<file path="src/rtl/hls_ap_pkg.sv">
// Shared definitions for the HLS ap_ctrl_hs call master.
//   hls_ap_state_t : call sequencer states
//   HLS_AP_DWIDTH  : default argument / return width
//   HLS_AP_ERRW    : width of the timeout error counter
//   hls_ap_sat_inc : saturating increment for the error counter
package hls_ap_pkg;

    localparam int HLS_AP_DWIDTH = 32;
    localparam int HLS_AP_ERRW   = 16;

    typedef enum logic [1:0] {
        ST_IDLE      = 2'd0,
        ST_START     = 2'd1,
        ST_WAIT_DONE = 2'd2,
        ST_HOLD_RSP  = 2'd3
    } hls_ap_state_t;

    function automatic logic [HLS_AP_ERRW-1:0] hls_ap_sat_inc(input logic [HLS_AP_ERRW-1:0] v);
        return (&v) ? v : v + 1'b1;
    endfunction

endpackage

</file>
<file path="src/rtl/hls_ap_timeout.sv">
// Call watchdog counter.
//   clk_i     : clock (rising edge)
//   rst_i     : synchronous active-high reset
//   clear_i   : restart the count from zero (priority over enable)
//   enable_i  : count one cycle of an outstanding call
//   expired_o : count has reached TIMEOUT-1, i.e. this is the last allowed cycle
module hls_ap_timeout #(
    parameter int TIMEOUT = 1024
) (
    input  logic clk_i,
    input  logic rst_i,
    input  logic clear_i,
    input  logic enable_i,
    output logic expired_o
);

    localparam int          CW   = $clog2(TIMEOUT);
    localparam logic [CW-1:0] LAST = CW'(TIMEOUT - 1);

    logic [CW-1:0] count_q;

    // NOTE: sequential state is written only with non-blocking assignments so every
    // flop samples the pre-edge value of its neighbours.
    always_ff @(posedge clk_i) begin
        if (rst_i) begin
            count_q <= '0;
        end else if (clear_i) begin
            count_q <= '0;
        end else if (enable_i && (count_q != LAST)) begin
            count_q <= count_q + 1'b1;
        end
    end

    assign expired_o = (count_q == LAST);

endmodule

</file>
<file path="src/rtl/hls_ap_master.sv">
// Caller-side master for an HLS block-level ap_ctrl_hs callee.
// Accepts one argument on a valid/ready request port, runs one callee invocation
// (ap_start / ap_ready / ap_done) and holds the return value on a valid/ready
// response port. Calls that exceed TIMEOUT cycles are aborted with rsp_timeout.
//   ap_clk, ap_rst         : clock, synchronous active-high reset
//   req_valid/ready/data   : argument input handshake
//   ctl_start/arg          : callee ap_start and scalar argument
//   ctl_ready/done/idle    : callee ap_ready, ap_done, ap_idle (idle is status only)
//   ctl_return             : callee ap_return
//   rsp_valid/ready/data   : result output handshake, rsp_timeout qualifies it
//   busy                   : any state other than IDLE
//   err_count              : saturating number of timed-out calls
module hls_ap_master
    import hls_ap_pkg::*;
#(
    parameter int DWIDTH  = HLS_AP_DWIDTH,
    parameter int TIMEOUT = 1024
) (
    input  logic                   ap_clk,
    input  logic                   ap_rst,
    input  logic                   req_valid,
    output logic                   req_ready,
    input  logic [DWIDTH-1:0]      req_data,
    output logic                   ctl_start,
    output logic [DWIDTH-1:0]      ctl_arg,
    input  logic                   ctl_ready,
    input  logic                   ctl_done,
    input  logic                   ctl_idle,
    input  logic [DWIDTH-1:0]      ctl_return,
    output logic                   rsp_valid,
    input  logic                   rsp_ready,
    output logic [DWIDTH-1:0]      rsp_data,
    output logic                   rsp_timeout,
    output logic                   busy,
    output logic [HLS_AP_ERRW-1:0] err_count
);

    hls_ap_state_t         state_q, state_d;
    logic [DWIDTH-1:0]     arg_q, arg_d;
    logic [DWIDTH-1:0]     data_q, data_d;
    logic                  tmo_q, tmo_d;
    logic [HLS_AP_ERRW-1:0] err_q, err_d;
    logic                  accept;
    logic                  expired;

    // ap_idle carries no control meaning for the sequencer.
    logic unused_ctl_idle;
    assign unused_ctl_idle = ctl_idle;

    assign accept = (state_q == ST_IDLE) && req_valid;

    hls_ap_timeout #(
        .TIMEOUT (TIMEOUT)
    ) u_timeout (
        .clk_i     (ap_clk),
        .rst_i     (ap_rst),
        .clear_i   (accept),
        .enable_i  ((state_q == ST_START) || (state_q == ST_WAIT_DONE)),
        .expired_o (expired)
    );

    // NOTE: every next-state variable is defaulted to its current value first, so no
    // path through the case leaves one unassigned and no latch is inferred.
    always_comb begin
        state_d = state_q;
        arg_d   = arg_q;
        data_d  = data_q;
        tmo_d   = tmo_q;
        err_d   = err_q;
        unique case (state_q)
            ST_IDLE: begin
                if (accept) begin
                    arg_d   = req_data;
                    state_d = ST_START;
                end
            end
            ST_START: begin
                // Done only counts together with ready here; a done arriving in the
                // last allowed cycle still beats the timeout.
                if (ctl_ready && ctl_done) begin
                    data_d  = ctl_return;
                    tmo_d   = 1'b0;
                    state_d = ST_HOLD_RSP;
                end else if (expired) begin
                    data_d  = '0;
                    tmo_d   = 1'b1;
                    err_d   = hls_ap_sat_inc(err_q);
                    state_d = ST_HOLD_RSP;
                end else if (ctl_ready) begin
                    state_d = ST_WAIT_DONE;
                end
            end
            ST_WAIT_DONE: begin
                if (ctl_done) begin
                    data_d  = ctl_return;
                    tmo_d   = 1'b0;
                    state_d = ST_HOLD_RSP;
                end else if (expired) begin
                    data_d  = '0;
                    tmo_d   = 1'b1;
                    err_d   = hls_ap_sat_inc(err_q);
                    state_d = ST_HOLD_RSP;
                end
            end
            ST_HOLD_RSP: begin
                if (rsp_ready) begin
                    tmo_d   = 1'b0;
                    state_d = ST_IDLE;
                end
            end
            default: state_d = ST_IDLE;
        endcase
    end

    // NOTE: the argument and result registers are reset along with the control state
    // because their reset value (zero) is visible on ctl_arg and rsp_data.
    always_ff @(posedge ap_clk) begin
        if (ap_rst) begin
            state_q <= ST_IDLE;
            arg_q   <= '0;
            data_q  <= '0;
            tmo_q   <= 1'b0;
            err_q   <= '0;
        end else begin
            state_q <= state_d;
            arg_q   <= arg_d;
            data_q  <= data_d;
            tmo_q   <= tmo_d;
            err_q   <= err_d;
        end
    end

    assign req_ready   = (state_q == ST_IDLE);
    assign ctl_start   = (state_q == ST_START);
    assign ctl_arg     = arg_q;
    assign rsp_valid   = (state_q == ST_HOLD_RSP);
    assign rsp_data    = data_q;
    assign rsp_timeout = tmo_q;
    assign busy        = (state_q != ST_IDLE);
    assign err_count   = err_q;

endmodule

</file>
<file path="config.mk">
export PLATFORM = sky130hd
export DESIGN_NAME = hls_ap_master
export DESIGN_NICKNAME = d
export VERILOG_FILES = /design/src/rtl/hls_ap_pkg.sv /design/src/rtl/hls_ap_timeout.sv /design/src/rtl/hls_ap_master.sv
export SDC_FILE = /design/constraint.sdc
export NUM_CORES = 1
export LEC_CHECK = 0
export CORE_ASPECT_RATIO = 0.7
export CORE_UTILIZATION = 45
export CTS_CLUSTER_SIZE = 14
export DETAILED_ROUTE_END_ITERATION = 16
export PLACE_DENSITY = 0.95
export SLEW_MARGIN = 40
export SYNTH_ARGS = -nofsm -noshare
export SYNTH_HDL_FRONTEND = slang
export SYNTH_SLANG_ARGS = --single-unit
export TNS_END_PERCENT = 10
</file>
<file path="constraint.sdc">
create_clock -name ap_clk -period 4.24 [get_ports ap_clk]
set_clock_uncertainty 0.05 [all_clocks]
set_input_delay 0.424 -clock ap_clk [delete_from_list [all_inputs] [get_ports ap_clk]]
set_output_delay 0.424 -clock ap_clk [all_outputs]
set_load 0.01 [all_outputs]
</file>
==> Word-level counts from Yosys, hierarchy flattened <==
Cells that the tools add are included.
Widths: inputs -> output; s select.
{ "totals": {"elab_cells": 55, "register_bits": 93} }
{ "op_classes": {"n_addsub": 2, "reduce_logical": 14, "eq_ne": 11, "muxes": 22} }
{ "ops": {"columns": ["operator", "count"], "rows": [
  ["$mux 32", 3],
  ["$mux 16", 4],
  ["$pmux 32 s2", 1],
  ["$pmux 16 s2", 1],
  ["$add 16x1->16 const B", 1],
  ["$reduce_and 16->1", 1],
  ["$mux 2", 7],
  ["$add 10x1->10 const B", 1],
  ["$eq 10x10->1 const B", 1],
  ["$ne 10x10->1 const B", 1],
  ["$pmux 2 s4", 1],
  ["$eq 2x2->1 const B", 2],
  ["$mux 1", 4],
  ["$ne 2x1->1 const B", 2],
  ["$ne 2x2->1 const B", 2],
  ["$ne 4x1->1 const B", 1],
  ["$reduce_and 2->1", 2],
  ["$reduce_and 4->1", 1],
  ["$reduce_bool 2->1", 2],
  ["$logic_and 1x1->1", 3],
  ["$ne 3x3->1 const B", 1],
  ["$pmux 1 s3", 1],
  ["$reduce_and 3->1", 1],
  ["$reduce_bool 3->1", 1],
  ["other kinds (4)", 4]
]} }

==> Logic depth before layout (Yosys ltp) <==
{ "logic_depth": {"word_depth": 5, "mapped_depth": 9, "mapped_depth_nobuf": 7} }

==> Modules after synthesis <==
A second synthesis with hierarchy kept.
{ "hier_totals": {"hier_cells": 439, "area_unflattened_um2": 3798.6} }
{ "by_module_without_submodules": {"columns": ["mod", "area_per_inst_um2", "cells_each", "n_inst", "seq_area_each_um2"], "rows": [
  ["hls_ap_master", 3300.7, 379, 1, 1661.6],
  ["hls_ap_timeout", 498.0, 60, 1, 200.2]
]} }

==> Least setup slack after synthesis <==
OpenSTA, ideal clock, no wires.
{ "synth_path": {"kind": "flip-flop to flip-flop", "startpoint": "reg state_q[0]", "endpoint": "reg err_q[11], in the netlist err_count[11]", "required_ps": 4120, "stages_incl_launch_ff": 10, "arrival_time_ps": 2451, "path_slack_ps": 1669, "cell_sequence": "dfxtp_1 inv_1 ha_1 o21a_2 or4_1 buf_2 or2_1 buf_6 or4_1 a21oi_1"} }
{ "synth_via": {"elab_chain_len": 3, "word_cells_on_any_way": 7} }
{ "synth_lines": {"columns": ["element", "line_no", "rtl"], "rows": [
  ["start: declaration", "hls_ap_master.sv:38", "hls_ap_state_t state_q, state_d;"],
  ["start signal: assignment", "hls_ap_master.sv:125", "state_q <= state_d;"],
  ["$eq 2x2->1 or $eq 2x1->1 (tied branches)", "hls_ap_master.sv:70", "unique case (state_q)"],
  ["$ne 2x2->1 (no line) or $reduce_bool 2->1 (tied branches)", null, null],
  ["$reduce_and 3->1 (no line)", null, null],
  ["end signal: assignment", "hls_ap_master.sv:129", "err_q <= err_d;"],
  ["end: declaration", "hls_ap_master.sv:42", "logic [HLS_AP_ERRW-1:0] err_q, err_d;"]
]} }
Several ways; a longest one is shown, not always the timed one.
A chain may end at the register's enable or synchronous reset.

==> Worst setup path after layout <==
Ends and elaborated chain as after synthesis.

==> summary.md <==
| Metric | Value |
|---|---|
| Run status | `finished clean` |
| Detailed Route Iter0 Violations | `234` |
| Worst EP required | `4.44 ns` |
| Average size of a mapped cell | `9.07 um^2` |
| Cell family with most CP delay | `simple AND/OR/NAND/NOR gates` |
| Post-synthesis cell type with the largest combined area | `sky130_fd_sc_hd__dfxtp_1` |
| Reg-to-reg setup timing slack | `1.34 ns` |
| Routed length per placed instance | `14.7 um` |
| Share of the clock period used by the worst path after layout | `0.684` |
| Depth of the CTS H-tree | `3` |
| Buffering stage count on the worst path with inverters included | `1` |
| Setup tns final | `0 ns` |
| Final cell count without fillers | `638` |
| Clock tree root driver cell | `sky130_fd_sc_hd__clkbuf_16` |
| Inserted Clock Buffers | `9` |
| VDD IR max | `0.000305 V` |
| Quantity of gates resized following cts | `0` |
| Remaining antenna violation count after routing | `0` |
| Most common library cell in the layout ignoring fill and taps | `sky130_fd_sc_hd__clkdlybuf4s50_1` |
| Number of setup buffers added after CTS | `0` |
| First-pass iteration count of the detailed router | `5` |
| Final count of negative-setup-slack endpoints | `0` |
| Global-route total usage across every layer | `0.225` |
| Placed Cells incl. Taps | `622` |
| Synthesized area | `3560 um^2` |
| Hold-fix buffers, CTS | `0` |
| Flops & latches, synth | `93` |
| Pin count of the biggest net entering global routing | `57` |
| Count of port buffers added during placement | `154` |
| Worst slack on hold paths | `0.404 ns` |
| Hold Fails Final Rpt | `0` |
| Peak clock frequency supported by timing | `345 MHz` |
| I/O pin total | `156` |
| Detailed-route DRC error count | `0` |
| Layout net count | `613` |
| RSZ-0062 raised after global routing | `no` |
| Count of flip-flops with a built-in enable after synthesis | `0` |
| Crit-path cells | `inv_1 -> ha_1 -> o21a_2 -> or4_1 -> or2_1 -> or4_1 -> a21oi_1` |
| Highest net fanout along the worst path | `12` |
| Sequential area share after synthesis | `0.522` |
| Max Root-Sink Buffers | `2` |
| Via/cell ratio | `5.31` |
| Die H | `76.5 um` |
| Horiz. Die Dim | `108 um` |
| Top area cells in the synthesized netlist | `sky130_fd_sc_hd__dfxtp_1 52%, sky130_fd_sc_hd__a22o_1 7.9%, sky130_fd_sc_hd__nand2_1 7.8%` |
| Total power after layout | `2580 uW` |
| Post-Syn Instances | `393` |
| Total of warnings raised by yosys | `0` |
| Vias in the first global route | `3225` |
| Number of distinct library cells after synthesis | `45` |
| Lkg Pwr | `0.00199 uW` |
| Layout-stage area growth over the synthesis result | `52.3%` |
| Sink Count | `93` |
| Number of inserted diodes | `0` |
| Areal power density over the cells | `476 nW/um^2` |
| TritonCTS clock tree | `yes` |
| Arrival time of data at the critical path endpoint | `3.10 ns` |
| Total routed wirelength | `9370 um` |
| Total half-perimeter wirelength after legalization and detailed placement | `6820 um` |
| Die area | `8290 um^2` |
| First-pass GRT wire length | `14800 um` |
| Worst-skew pair later-pin latency | `0.32 ns` |
| Placement Cell Area | `5150 um^2` |
| Mapped Nets | `471` |
| Starting utilization of the core area | `0.476` |
| Final Instance Area | `5430 um^2` |
| Top library cells by usage in the layout, fill and taps aside | `153 x sky130_fd_sc_hd__clkdlybuf4s50_1, 93 x sky130_fd_sc_hd__dfxtp_1, 73 x sky130_fd_sc_hd__nand2_1` |
| Class of the worst hold path | `flip-flop to flip-flop` |
| Maxcap violations | `0` |
| Crit path time final | `2.90 ns` |
| Max_slew headroom | `0.539` |
| Slew Limit Fails | `0` |
| Kind of start point of the critical path | `flip-flop` |
| Number of vias in the routed layout | `3386` |
| Synth top area share | `0.522` |
| Ratio of cells with drive above 1 in the final layout | `0.0556` |
| Initial antenna violation count | `0` |
| Peak per-stage delay on the critical path | `0.68 ns` |
| Critical path class | `flip-flop to flip-flop` |
| Most frequent cell on the critical path | `sky130_fd_sc_hd__or4_1` |
| Total grt overflow | `0` |
| Clock-pin transition on the worst setup and hold timing paths | `0.07 ns` |
| Row Count | `26` |
| Slew at the pin closest to its max-slew limit | `0.689 ns` |
| Core footprint | `7480 um^2` |
| Category of the worst setup path capture point | `flip-flop` |
| Most instantiated flip-flop cell in the synthesis netlist | `sky130_fd_sc_hd__dfxtp_1` |
| GPL Wtd Cong | `0.906` |
| Post-synth ARST share | `0` |
| Library cell contributing the largest single delay on the critical path | `sky130_fd_sc_hd__or4_1` |
layer usage:
metal  vias up  GRT usage  routed length, um
met3         8     0.0924                765
li1       1655          -                  -
met2       133      0.396               4550
met5         -          0                  0
met1      1590      0.251               3960
met4         0     0.0541                 91
flip-flops by register name (all words and copies together), names as in the netlist:
signal,count
u_timeout.count_q,10
rsp_timeout,1
ctl_arg,32
rsp_data,32
state_q,2
err_count,16
synth_stat cells, types with 2 or more instances:
| cell | instances |
|---|---|
| sky130_fd_sc_hd__or3_1 | 3 |
| sky130_fd_sc_hd__nor2b_1 | 2 |
| sky130_fd_sc_hd__xnor2_1 | 8 |
| sky130_fd_sc_hd__inv_1 | 8 |
| sky130_fd_sc_hd__o21ai_0 | 4 |
| sky130_fd_sc_hd__o31ai_1 | 3 |
| sky130_fd_sc_hd__a21oi_1 | 42 |
| sky130_fd_sc_hd__xor2_1 | 7 |
| sky130_fd_sc_hd__clkbuf_1 | 20 |
| sky130_fd_sc_hd__nand2b_1 | 2 |
| sky130_fd_sc_hd__a22o_1 | 32 |
| sky130_fd_sc_hd__nor2_1 | 28 |
| sky130_fd_sc_hd__or4_1 | 4 |
| sky130_fd_sc_hd__mux2i_1 | 2 |
| sky130_fd_sc_hd__nand4_1 | 8 |
| sky130_fd_sc_hd__nand2_1 | 74 |
| sky130_fd_sc_hd__a211oi_1 | 2 |
| sky130_fd_sc_hd__ha_1 | 7 |
| sky130_fd_sc_hd__dfxtp_1 | 93 |
| sky130_fd_sc_hd__nor3_1 | 6 |
| sky130_fd_sc_hd__nand3_1 | 12 |
| sky130_fd_sc_hd__and3_1 | 3 |
layout make-up:
class | instances | area [um^2]
inverter | 8 | 30.0
multi-input combinational | 269 | 1600
clock inverter | 7 | 48.8
timing repair buffer | 154 | 1540
fill | 537 | 2050
clock buffer | 9 | 225
tap | 98 | 123
sequential | 93 | 1860
worst min-delay path: stages, from the launching register on:
cell                      delay [ns]
sky130_fd_sc_hd__dfxtp_1        0.31
sky130_fd_sc_hd__nand2_1        0.05
sky130_fd_sc_hd__a21oi_1        0.05
worst paths after layout:
check | startpoint | to | cells past startpoint
min reg2reg | ctl_arg[8] | ctl_arg[8] | 2
min | ctl_arg[8] | ctl_arg[8] | 2
max reg2reg | state_q[0] | err_count[11] | 7
max | state_q[0] | err_count[11] | 7
kinds of logic after synthesis:
kind of cell | Yosys count | share of synthesized area
fa+ha+maj | 7 | 0.0246
mux | 3 | 0.00878
compound gates | 92 | 0.175
simple gates | 152 | 0.197
flops | 93 | 0.522
buf+inv | 31 | 0.0351
xor+xnor | 15 | 0.0369
report_power, final:
| group | leakage, uW | switching [uW] | total, uW | internal (uW) |
|---|---|---|---|---|
| clock | 0.000136 | 329 | 729 | 400 |
| sequential | 0.000756 | 73.0 | 1070 | 996 |
| combinational | 0.00110 | 389 | 785 | 396 |
| total | 0.00199 | 790 | 2580 | 1790 |
through the flow:
step                      utilization  worst slack [ns]
after global routing            0.726              1.22
after global placement          0.686              1.28
final                           0.726              1.34
after CTS                       0.725              1.36
after detailed placement        0.688              1.23
after floorplan                     -              1.67
No activity file was read; power rests on OpenSTA's default activity.
